### src/rtl/regfile_write_arbiter_if.sv
`default_nettype none
// ============================================================================
// Module   : regfile_write_arbiter_if
// Brief    : Requester/write-port bundle for the register-file write arbiter.
//            The master side drives requests and the slave side answers with
//            ready, the write strobe and the busy mask.
// Revision : 1.0  initial release
// ============================================================================
interface regfile_write_arbiter_if;
  logic        a_valid;
  logic [4:0]  a_rd;
  logic [31:0] a_data;
  logic        a_ready;
  logic        b_valid;
  logic [4:0]  b_rd;
  logic [31:0] b_data;
  logic        b_ready;
  logic        flush_a;
  logic        wr_en;
  logic [4:0]  wr_addr;
  logic [31:0] wr_data;
  logic [31:0] busy_mask;

  modport master (
    output a_valid, a_rd, a_data, b_valid, b_rd, b_data, flush_a,
    input  a_ready, b_ready, wr_en, wr_addr, wr_data, busy_mask
  );

  modport slave (
    input  a_valid, a_rd, a_data, b_valid, b_rd, b_data, flush_a,
    output a_ready, b_ready, wr_en, wr_addr, wr_data, busy_mask
  );
endinterface
`default_nettype wire

### src/rtl/regfile_write_arbiter.sv
`default_nettype none
// ============================================================================
// Module   : regfile_write_arbiter
// Brief    : Shares one register-file write port between an EX-stage
//            requester (A) and a MEM-stage requester (B). Each requester has
//            a 2-entry FIFO; heads are arbitrated round-robin, with B winning
//            when both heads target the same register. Provides a per-register
//            pending-write mask.
// Revision : 1.0  initial release
// ============================================================================
module regfile_write_arbiter (
  input  wire logic               clk,
  input  wire logic               rst,
  regfile_write_arbiter_if.slave  bus
);

  localparam int c_RD_W   = 5;
  localparam int c_DATA_W = 32;

  // Requester A queue
  logic [c_RD_W-1:0]   r_a_rd   [2];
  logic [c_DATA_W-1:0] r_a_data [2];
  logic                r_a_rptr;
  logic                r_a_wptr;
  logic [1:0]          r_a_cnt;

  // Requester B queue
  logic [c_RD_W-1:0]   r_b_rd   [2];
  logic [c_DATA_W-1:0] r_b_data [2];
  logic                r_b_rptr;
  logic                r_b_wptr;
  logic [1:0]          r_b_cnt;

  // Round-robin history: 1 means B was granted last
  logic                r_last_b;

  // Registered write port
  logic                r_wr_en;
  logic [c_RD_W-1:0]   r_wr_addr;
  logic [c_DATA_W-1:0] r_wr_data;

  logic                w_a_ready;
  logic                w_b_ready;
  logic                w_a_push;
  logic                w_b_push;
  logic                w_a_elig;
  logic                w_b_elig;
  logic                w_grant_a;
  logic                w_grant_b;
  logic                w_grant;
  logic                w_upd_last;
  logic [c_RD_W-1:0]   w_a_head_rd;
  logic [c_RD_W-1:0]   w_b_head_rd;
  logic [c_RD_W-1:0]   w_sel_rd;
  logic [c_DATA_W-1:0] w_sel_data;
  logic [31:0]         w_busy;

  // Ready reflects occupancy before the edge, so a full queue refuses a push
  // even when it is being popped in the same cycle.
  assign w_a_ready = (r_a_cnt != 2'd2);
  assign w_b_ready = (r_b_cnt != 2'd2);

  // A flush drops any A push presented on the same edge.
  assign w_a_push  = bus.a_valid && w_a_ready && !bus.flush_a;
  assign w_b_push  = bus.b_valid && w_b_ready;

  assign w_a_head_rd = r_a_rd[r_a_rptr];
  assign w_b_head_rd = r_b_rd[r_b_rptr];

  // Pick the head to retire this cycle; a flushed A head is not eligible.
  always_comb begin
    w_a_elig   = (r_a_cnt != 2'd0) && !bus.flush_a;
    w_b_elig   = (r_b_cnt != 2'd0);
    w_grant_a  = 1'b0;
    w_grant_b  = 1'b0;
    w_upd_last = 1'b0;
    if (w_a_elig && w_b_elig) begin
      if (w_a_head_rd == w_b_head_rd) begin
        // Same destination: B carries the older instruction, history untouched
        w_grant_b = 1'b1;
      end else begin
        w_upd_last = 1'b1;
        if (r_last_b) begin
          w_grant_a = 1'b1;
        end else begin
          w_grant_b = 1'b1;
        end
      end
    end else if (w_a_elig) begin
      w_grant_a  = 1'b1;
      w_upd_last = 1'b1;
    end else if (w_b_elig) begin
      w_grant_b  = 1'b1;
      w_upd_last = 1'b1;
    end
  end

  assign w_grant    = w_grant_a || w_grant_b;
  assign w_sel_rd   = w_grant_b ? w_b_head_rd : w_a_head_rd;
  assign w_sel_data = w_grant_b ? r_b_data[r_b_rptr] : r_a_data[r_a_rptr];

  // Requester A FIFO: push/pop bookkeeping, emptied outright by flush_a
  always_ff @(posedge clk or posedge rst) begin
    if (rst) begin
      for (int i = 0; i < 2; i++) begin
        r_a_rd[i]   <= '0;
        r_a_data[i] <= '0;
      end
      r_a_rptr <= 1'b0;
      r_a_wptr <= 1'b0;
      r_a_cnt  <= 2'd0;
    end else if (bus.flush_a) begin
      r_a_rptr <= 1'b0;
      r_a_wptr <= 1'b0;
      r_a_cnt  <= 2'd0;
    end else begin
      if (w_a_push) begin
        r_a_rd[r_a_wptr]   <= bus.a_rd;
        r_a_data[r_a_wptr] <= bus.a_data;
        r_a_wptr           <= ~r_a_wptr;
      end
      if (w_grant_a) begin
        r_a_rptr <= ~r_a_rptr;
      end
      r_a_cnt <= r_a_cnt + {1'b0, w_a_push} - {1'b0, w_grant_a};
    end
  end

  // Requester B FIFO: push/pop bookkeeping
  always_ff @(posedge clk or posedge rst) begin
    if (rst) begin
      for (int i = 0; i < 2; i++) begin
        r_b_rd[i]   <= '0;
        r_b_data[i] <= '0;
      end
      r_b_rptr <= 1'b0;
      r_b_wptr <= 1'b0;
      r_b_cnt  <= 2'd0;
    end else begin
      if (w_b_push) begin
        r_b_rd[r_b_wptr]   <= bus.b_rd;
        r_b_data[r_b_wptr] <= bus.b_data;
        r_b_wptr           <= ~r_b_wptr;
      end
      if (w_grant_b) begin
        r_b_rptr <= ~r_b_rptr;
      end
      r_b_cnt <= r_b_cnt + {1'b0, w_b_push} - {1'b0, w_grant_b};
    end
  end

  // Round-robin history; reset to B so A wins the first contest
  always_ff @(posedge clk or posedge rst) begin
    if (rst) begin
      r_last_b <= 1'b1;
    end else if (w_upd_last) begin
      r_last_b <= w_grant_b;
    end
  end

  // Register the granted write; x0 grants retire silently and leave addr/data
  always_ff @(posedge clk or posedge rst) begin
    if (rst) begin
      r_wr_en   <= 1'b0;
      r_wr_addr <= '0;
      r_wr_data <= '0;
    end else begin
      r_wr_en <= w_grant && (w_sel_rd != '0);
      if (w_grant && (w_sel_rd != '0)) begin
        r_wr_addr <= w_sel_rd;
        r_wr_data <= w_sel_data;
      end
    end
  end

  // Pending-write mask over both queues and the in-flight write; x0 never busy
  always_comb begin
    w_busy = '0;
    for (int i = 0; i < 2; i++) begin
      if ((r_a_cnt == 2'd2) || ((r_a_cnt == 2'd1) && (r_a_rptr == i[0]))) begin
        w_busy[r_a_rd[i]] = 1'b1;
      end
      if ((r_b_cnt == 2'd2) || ((r_b_cnt == 2'd1) && (r_b_rptr == i[0]))) begin
        w_busy[r_b_rd[i]] = 1'b1;
      end
    end
    if (r_wr_en) begin
      w_busy[r_wr_addr] = 1'b1;
    end
    w_busy[0] = 1'b0;
  end

  assign bus.a_ready   = w_a_ready;
  assign bus.b_ready   = w_b_ready;
  assign bus.wr_en     = r_wr_en;
  assign bus.wr_addr   = r_wr_addr;
  assign bus.wr_data   = r_wr_data;
  assign bus.busy_mask = w_busy;

endmodule
`default_nettype wire

### src/flat_wrapper.sv
// flat-port wrapper written by rule: the top's interface ports become plain ports
module regfile_write_arbiter_flat 
  (clk, rst, bus_a_valid, bus_a_rd, bus_a_data, bus_b_valid, bus_b_rd, bus_b_data, bus_flush_a, bus_a_ready, bus_b_ready, bus_wr_en, bus_wr_addr, bus_wr_data, bus_busy_mask);
  regfile_write_arbiter_if bus_i ();
  input  wire logic clk;
  input  wire logic rst;
  input wire logic [$bits(bus_i.a_valid)-1:0] bus_a_valid;
  input wire logic [$bits(bus_i.a_rd)-1:0] bus_a_rd;
  input wire logic [$bits(bus_i.a_data)-1:0] bus_a_data;
  input wire logic [$bits(bus_i.b_valid)-1:0] bus_b_valid;
  input wire logic [$bits(bus_i.b_rd)-1:0] bus_b_rd;
  input wire logic [$bits(bus_i.b_data)-1:0] bus_b_data;
  input wire logic [$bits(bus_i.flush_a)-1:0] bus_flush_a;
  output wire logic [$bits(bus_i.a_ready)-1:0] bus_a_ready;
  output wire logic [$bits(bus_i.b_ready)-1:0] bus_b_ready;
  output wire logic [$bits(bus_i.wr_en)-1:0] bus_wr_en;
  output wire logic [$bits(bus_i.wr_addr)-1:0] bus_wr_addr;
  output wire logic [$bits(bus_i.wr_data)-1:0] bus_wr_data;
  output wire logic [$bits(bus_i.busy_mask)-1:0] bus_busy_mask;
  assign bus_i.a_valid = bus_a_valid;
  assign bus_i.a_rd = bus_a_rd;
  assign bus_i.a_data = bus_a_data;
  assign bus_i.b_valid = bus_b_valid;
  assign bus_i.b_rd = bus_b_rd;
  assign bus_i.b_data = bus_b_data;
  assign bus_i.flush_a = bus_flush_a;
  assign bus_a_ready = bus_i.a_ready;
  assign bus_b_ready = bus_i.b_ready;
  assign bus_wr_en = bus_i.wr_en;
  assign bus_wr_addr = bus_i.wr_addr;
  assign bus_wr_data = bus_i.wr_data;
  assign bus_busy_mask = bus_i.busy_mask;
  regfile_write_arbiter u_core (.clk(clk), .rst(rst), .bus(bus_i));
endmodule
### config.mk
export PLATFORM = sky130hd
export DESIGN_NAME = regfile_write_arbiter_flat
export DESIGN_NICKNAME = d
export VERILOG_FILES = /design/src/rtl/regfile_write_arbiter_if.sv /design/src/rtl/regfile_write_arbiter.sv /design/src/flat_wrapper.sv
export SDC_FILE = /design/constraint.sdc
export NUM_CORES = 1
export LEC_CHECK = 0
export CAP_MARGIN = 10
export CORE_MARGIN = 2
export CORE_UTILIZATION = 30
export CTS_CLUSTER_SIZE = 20
export DETAILED_ROUTE_END_ITERATION = 8
export PLACE_DENSITY_LB_ADDON = 0.2
export SYNTH_ARGS = -nofsm -noshare
export SYNTH_HDL_FRONTEND = slang
export SYNTH_SLANG_ARGS = --single-unit
### constraint.sdc
create_clock -name clk -period 18.65 [get_ports clk]
set_input_delay 2.7975 -clock clk [delete_from_list [all_inputs] [get_ports clk]]
set_output_delay 2.7975 -clock clk [all_outputs]
set_load 0.02 [all_outputs]
# After elaboration in Yosys (flattened, before gate mapping)
# Cells that the tools add are included.
# word_totals
ff_bits,195
inputBits,79
wordCells,145
# op_classes
add_sub_neg,4
magnitude_cmp,16
eq_ne,7
n_mux,58
bitwise,13
reduce_logical,29
# ops
cell,count
32-bit two-way mux,14
64-bit bitwise mux,2
32-bit OR,4
32-bit demux with 1-bit select,2
5-bit two-way mux,9
5-bit by 6-bit < comparator with 1-bit output (second input constant),5
1-bit demux with 5-bit select,5
5-bit by 1-bit >= comparator with 1-bit output (second input constant),5
1-bit two-way mux,21
10-bit bitwise mux,2
1-bit logical AND,17
5-bit demux with 1-bit select,2
2-bit >= comparator (second input constant),4
1-bit NOT with 2-bit output,4
2-bit nonzero test,4
5-bit == test,1
1-bit logical OR,5
1-bit NOT,5
5-bit nonzero test,1
2-bit by 1-bit adder with 2-bit output,2
2-bit by 1-bit == test with 1-bit output (second input constant),2
2-bit == test (second input constant),2
2-bit by 1-bit < comparator with 1-bit output (second input constant),2
2-bit != test (second input constant),2
other kinds (4),5

# Logic depth before layout (Yosys ltp)
# logic_depth
ltp_word,13
depth_mapped,13
depth_no_buf,10

# Worst setup path after synthesis
# OpenSTA, ideal clock, no wires.
# synth_timing
path_kind,input to register
from,in bus_flush_a
to,reg u_core.r_b_cnt[1]
setup_time_ps,124
arrival_ps,4582
setup_slack_ps,13943
cell_stages,11
n_path_buf,2
cell_sequence,clkbuf_1 nor2_1 a21oi_1 a31oi_4 inv_4 buf_6 ha_1 inv_1 ha_1 xnor2_1 xnor2_1
# synth_via
elab_chain_cells,5
# synth_lines
item,line_no,source
from (decl),flat_wrapper.sv:13,input wire logic [$bits(bus_i.flush_a)-1:0] bus_flush_a;
1-bit logical NOT (*),regfile_write_arbiter.sv:72,w_a_elig = (r_a_cnt != 2'd0) && !bus.flush_a;
1-bit logical AND (*),regfile_write_arbiter.sv:72,
1-bit two-way mux or 1-bit logical AND (tied branches),"regfile_write_arbiter.sv:89, regfile_write_arbiter.sv:77",
1-bit two-way mux (*),regfile_write_arbiter.sv:77,if (w_a_elig && w_b_elig) begin
net u_core.w_grant_b,regfile_write_arbiter.sv:49,logic w_grant_b;
2-bit by 1-bit subtractor with 2-bit output (*),regfile_write_arbiter.sv:148,"r_b_cnt <= r_b_cnt + {1'b0, w_b_push} - {1'b0, w_grant_b};"
to (signal assigned),regfile_write_arbiter.sv:148,
to (decl),regfile_write_arbiter.sv:32,logic [1:0] r_b_cnt;
# The timed path passes the listed nets; every way through them passes the cells marked *.
# A chain may end at the register's enable or synchronous reset.

# Worst setup path after layout
# layout_timing
from,reg u_core.r_a_rptr
to,out bus_busy_mask[10]
# layout_via
elab_chain_cells,12
# layout_lines
item,line_no,source
from (decl),regfile_write_arbiter.sv:23,logic r_a_rptr;
from (signal assigned),regfile_write_arbiter.sv:123,r_a_rptr <= ~r_a_rptr;
1-bit NOT,regfile_write_arbiter.sv:180,if ((r_a_cnt == 2'd2) || ((r_a_cnt == 2'd1) && (r_a_rptr == i[0]))) begin
1-bit logical AND,regfile_write_arbiter.sv:180,
1-bit logical OR,regfile_write_arbiter.sv:180,
32-bit two-way mux,regfile_write_arbiter.sv:180,
32-bit OR (no source line),-,
32-bit two-way mux,regfile_write_arbiter.sv:183,if ((r_b_cnt == 2'd2) || ((r_b_cnt == 2'd1) && (r_b_rptr == i[0]))) begin
32-bit OR (no source line),-,
32-bit two-way mux (*),regfile_write_arbiter.sv:180,
32-bit OR (no source line),-,
32-bit two-way mux (*),regfile_write_arbiter.sv:183,
32-bit OR (no source line),-,
32-bit two-way mux (*),regfile_write_arbiter.sv:187,if (r_wr_en) begin
to (decl),flat_wrapper.sv:19,output wire logic [$bits(bus_i.busy_mask)-1:0] bus_busy_mask;
# Every way passes the cells marked *; elsewhere a longest branch is shown, timed or not.

==> impl_results.md <==
* Status: finished, final reports clean
* GRT Util Overall at 16.2%
* Total gr overflow at 0
* N_diodes at 0
* Clock Skews at 23.5 ps
* Average wire per standard cell at 19.9 um
* Fraction of layout cells with a size suffix above 1 at 7.97%
* Row Count at 67
* Clock root buffer: clkbuf_16
* Worst-path fanout max at 40
* Die area at 0.0351 sq mm
* Critical path startpoint category: flip-flop
* Clk sinks at 195
* Syn Nets at 900
* CTS Hold Buffers Added at 0
* Mapped Area at 0.0101 sq mm
* Pleak at 0.00513 uW
* Post-DRT Antenna Nets at 0
* Fin. Hold Viols at 0
* # resized after CTS at 0
* Die width at 187 um
* Final setup violating endpoints at 0
* Area occupied by multi-input gates at 0.00489 sq mm
* Largest net degree at the start of global routing at 115
* Iter 0 DRT Violations at 532
* Vias in the first global route at 7406
* Pins Over Slew Limit at 0
* Crit Path Category: flip-flop to primary output
* Non-Filler Instances at 1401
* Crit path required time at 15850 ps
* Slew margin rel. at 29.6%
* Fin crit share at 32.3%
* I/O pins at 151
* Number of library cell types mapped by synthesis at 55
* Port bufs at 149
* Overall Power at 2380 uW
* Initial Utilization at 30.3%
* Type of element capturing the critical path: primary output
* First-pass GRT wire length at 43.9 mm
* Highest Signal Layer: met5
* Met1 wire length at 12.4 mm
* Die Height at 187 um
* WL met3 at 1.75 mm
* Final #Nets at 1023
* # DRC at 0
* Fmax at 166 MHz
* Worst-case clock buffer depth at 2
* Final HPWL DP at 19.3 mm
* Drt first pass iters at 5
* TritonCTS Buffers at 17
* Max_cap viols at 0
* Final wirelength at 27.9 mm
* Detail-routed via count per cell at 5.04
* H-tree Lvls at 4
* RSZ-0062 raised after global routing: false
* YS warnings at 0
* CTS tree: done
* Fillers at 3331
* Clock transition at the registers of the reported paths at 70 ps
* Initial antenna violation count at 2
* Hold Crit Class: flip-flop to flip-flop
* TNS Setup at 0 ps
* Avg Inst Size Synth at 12.4 sq um
* Crit path DAT at 3220 ps
* Post-CTS Setup Inserts at 0
* Via Count at 7066
* Mapped Cells at 817
* Main synth FF type: dfrtp_1
* Pwr/cell area at 189 mW/mm^2
* Seq. cell area at 0.00488 sq mm
* Ys async rst share at 100%
* Syn-to-layout area delta at 24.4%
* Metal2 WL at 13.1 mm
* Sequential-to-total area share from yosys stat at 48.4%
* #FFs+latches synth at 195
* Least-Margin Pin Slew at 1060 ps
* EDFF count, synth at 0
* Routability cong. at 0.940
* Clock latency on the worst-skew pair at 450 ps
* DP Cell Count at 1369
* Worst vdd ir at 0.0870 mV
* Core ar. at 0.0334 sq mm
* Post-layout min period at 6020 ps
## worst max-delay path, stage by stage, from the launching register on
cell and delay, ps:
dfrtp_2 360, buf_4 640, o21a_1 340, nor2_1 110
a22o_1 220, a31oi_1 320, o221ai_1 210, clkdlybuf4s50_1 580
## cell usage in the layout (no fill, tap or decap), types with 5 or more instances in the layout
| cell type | n |
|---|---|
| clkdlybuf4s50_1 | 149 |
| nand2_1 | 20 |
| mux2i_1 | 105 |
| mux2_2 | 15 |
| nand3b_1 | 18 |
| xnor2_1 | 5 |
| dfrtp_1 | 192 |
| inv_1 | 9 |
| inv_8 | 5 |
| clkbuf_16 | 17 |
| o22ai_1 | 30 |
| a21oi_1 | 10 |
| xor2_1 | 7 |
| nor2_1 | 50 |
| nor2b_1 | 7 |
| mux2_1 | 168 |
| a31oi_1 | 6 |
| nand2b_1 | 10 |
| nor3_1 | 6 |
| nor3b_1 | 6 |
| or3_1 | 8 |
| o221ai_1 | 25 |
| nand3_1 | 14 |
| buf_4 | 8 |
## power breakdown
group	switching, uW	total (uW)	internal (uW)
clock network	186	380	194
registers	173	818	645
logic	617	1180	561
total	976	2380	1400
## final timing paths
kind	startpoint	depth (start not counted)	slack, ps	endpoint
max	u_core.r_a_rptr$_DFFE_PP0P_	7	12630	bus_busy_mask[10]
min	u_core.r_b_data[59]$_DFFE_PP0P_	1	490	u_core.r_b_data[59]$_DFFE_PP0P_
max reg2reg	u_core.r_a_rptr$_DFFE_PP0P_	11	15020	u_core.r_b_cnt[1]$_DFF_PP0_
min reg2reg	u_core.r_b_data[59]$_DFFE_PP0P_	1	490	u_core.r_b_data[59]$_DFFE_PP0P_
max in group asynchronous	rst	3	14160	u_core.r_a_data[23]$_DFFE_PP0P_
min in group asynchronous	rst	2	2910	u_core.bus.wr_data[2]$_DFFE_PP0P_
## routing by layer
layer | vias to the layer above | track usage, %
met4 | 4 | 5.72
met2 | 228 | 26.1
met3 | 41 | 4.24
met5 | - | 0
li1 | 3245 | -
met1 | 3548 | 21.0
## flip-flops by register name (all words and copies together) (netlist names)
name and count:
u_core.r_a_data 64, u_core.r_a_rptr 1, u_core.r_last_b 1, u_core.bus.wr_data 32, u_core.r_b_rd 10, u_core.r_a_rd 10
u_core.r_a_wptr 1, u_core.r_b_data 64, u_core.r_a_cnt 2, u_core.r_b_cnt 2, u_core.r_b_wptr 1, u_core.bus.wr_addr 5
u_core.r_b_rptr 1, u_core.bus.wr_en 1
## cell usage after synthesis, drive strengths merged (3+ instances only)
cell type / number / area share [%]
dfrtp: 194 / 48
mux2: 183 / 20
mux2i: 108 / 11
nor2: 52 / 2.0
o22ai: 30 / 1.9
buf: 29 / 2.1
o221ai: 26 / 2.3
clkbuf: 24 / 0.89
nand2: 22 / 0.82
nand3b: 18 / 1.3
inv: 14 / 0.55
nand3: 14 / 0.69
a21oi: 10 / 0.50
nand2b: 10 / 0.62
nor3: 8 / 0.56
or3: 8 / 0.50
a31oi: 7 / 0.58
nor2b: 7 / 0.43
xor2: 7 / 0.61
nor3b: 6 / 0.45
xnor2: 5 / 0.43
a211o: 4 / 0.35
ha: 4 / 0.50
a221o: 3 / 0.30
o21ai: 3 / 0.15
or2: 3 / 0.19
or3b: 3 / 0.26
## metrics by stage
step                      instance area [sq um]  hold slack [ps]  util (%)  setup slack (ps)
final                                     12600              486      37.6             12630
after floorplan                           10100              457         -             10540
after CTS                                 12600              490      37.6             12620
after global routing                      12600              499      37.6             12410
after global placement                    11900              466      35.8             13090
after detailed placement                  11900              474      35.8             13070
## layout make-up
| type | instances | area share [%] |
|---|---|---|
| Timing Repair Buffer | 157 | 12.4 |
| Inverter | 14 | 0.498 |
| Clock inverter | 14 | 1.46 |
| Sequential cell | 195 | 38.9 |
| Tap cell | 448 | 4.46 |
| Multi-Input combinational cell | 555 | 38.9 |
| Clock buffer | 18 | 3.42 |
## cells by family after synthesis
family / after synthesis / synth area share (%)
DFF: 195 / 48.4
adders and majority gates: 4 / 0.496
xor gates and xnor gates: 12 / 1.04
and+or+nand+nor: 154 / 8.06
muxes: 291 / 31.5
buffers and inverters: 67 / 3.50
other: 1 / 0.0372
AOI/OAI and AO/OA: 93 / 7.02
No activity file was read; power rests on OpenSTA's default activity.
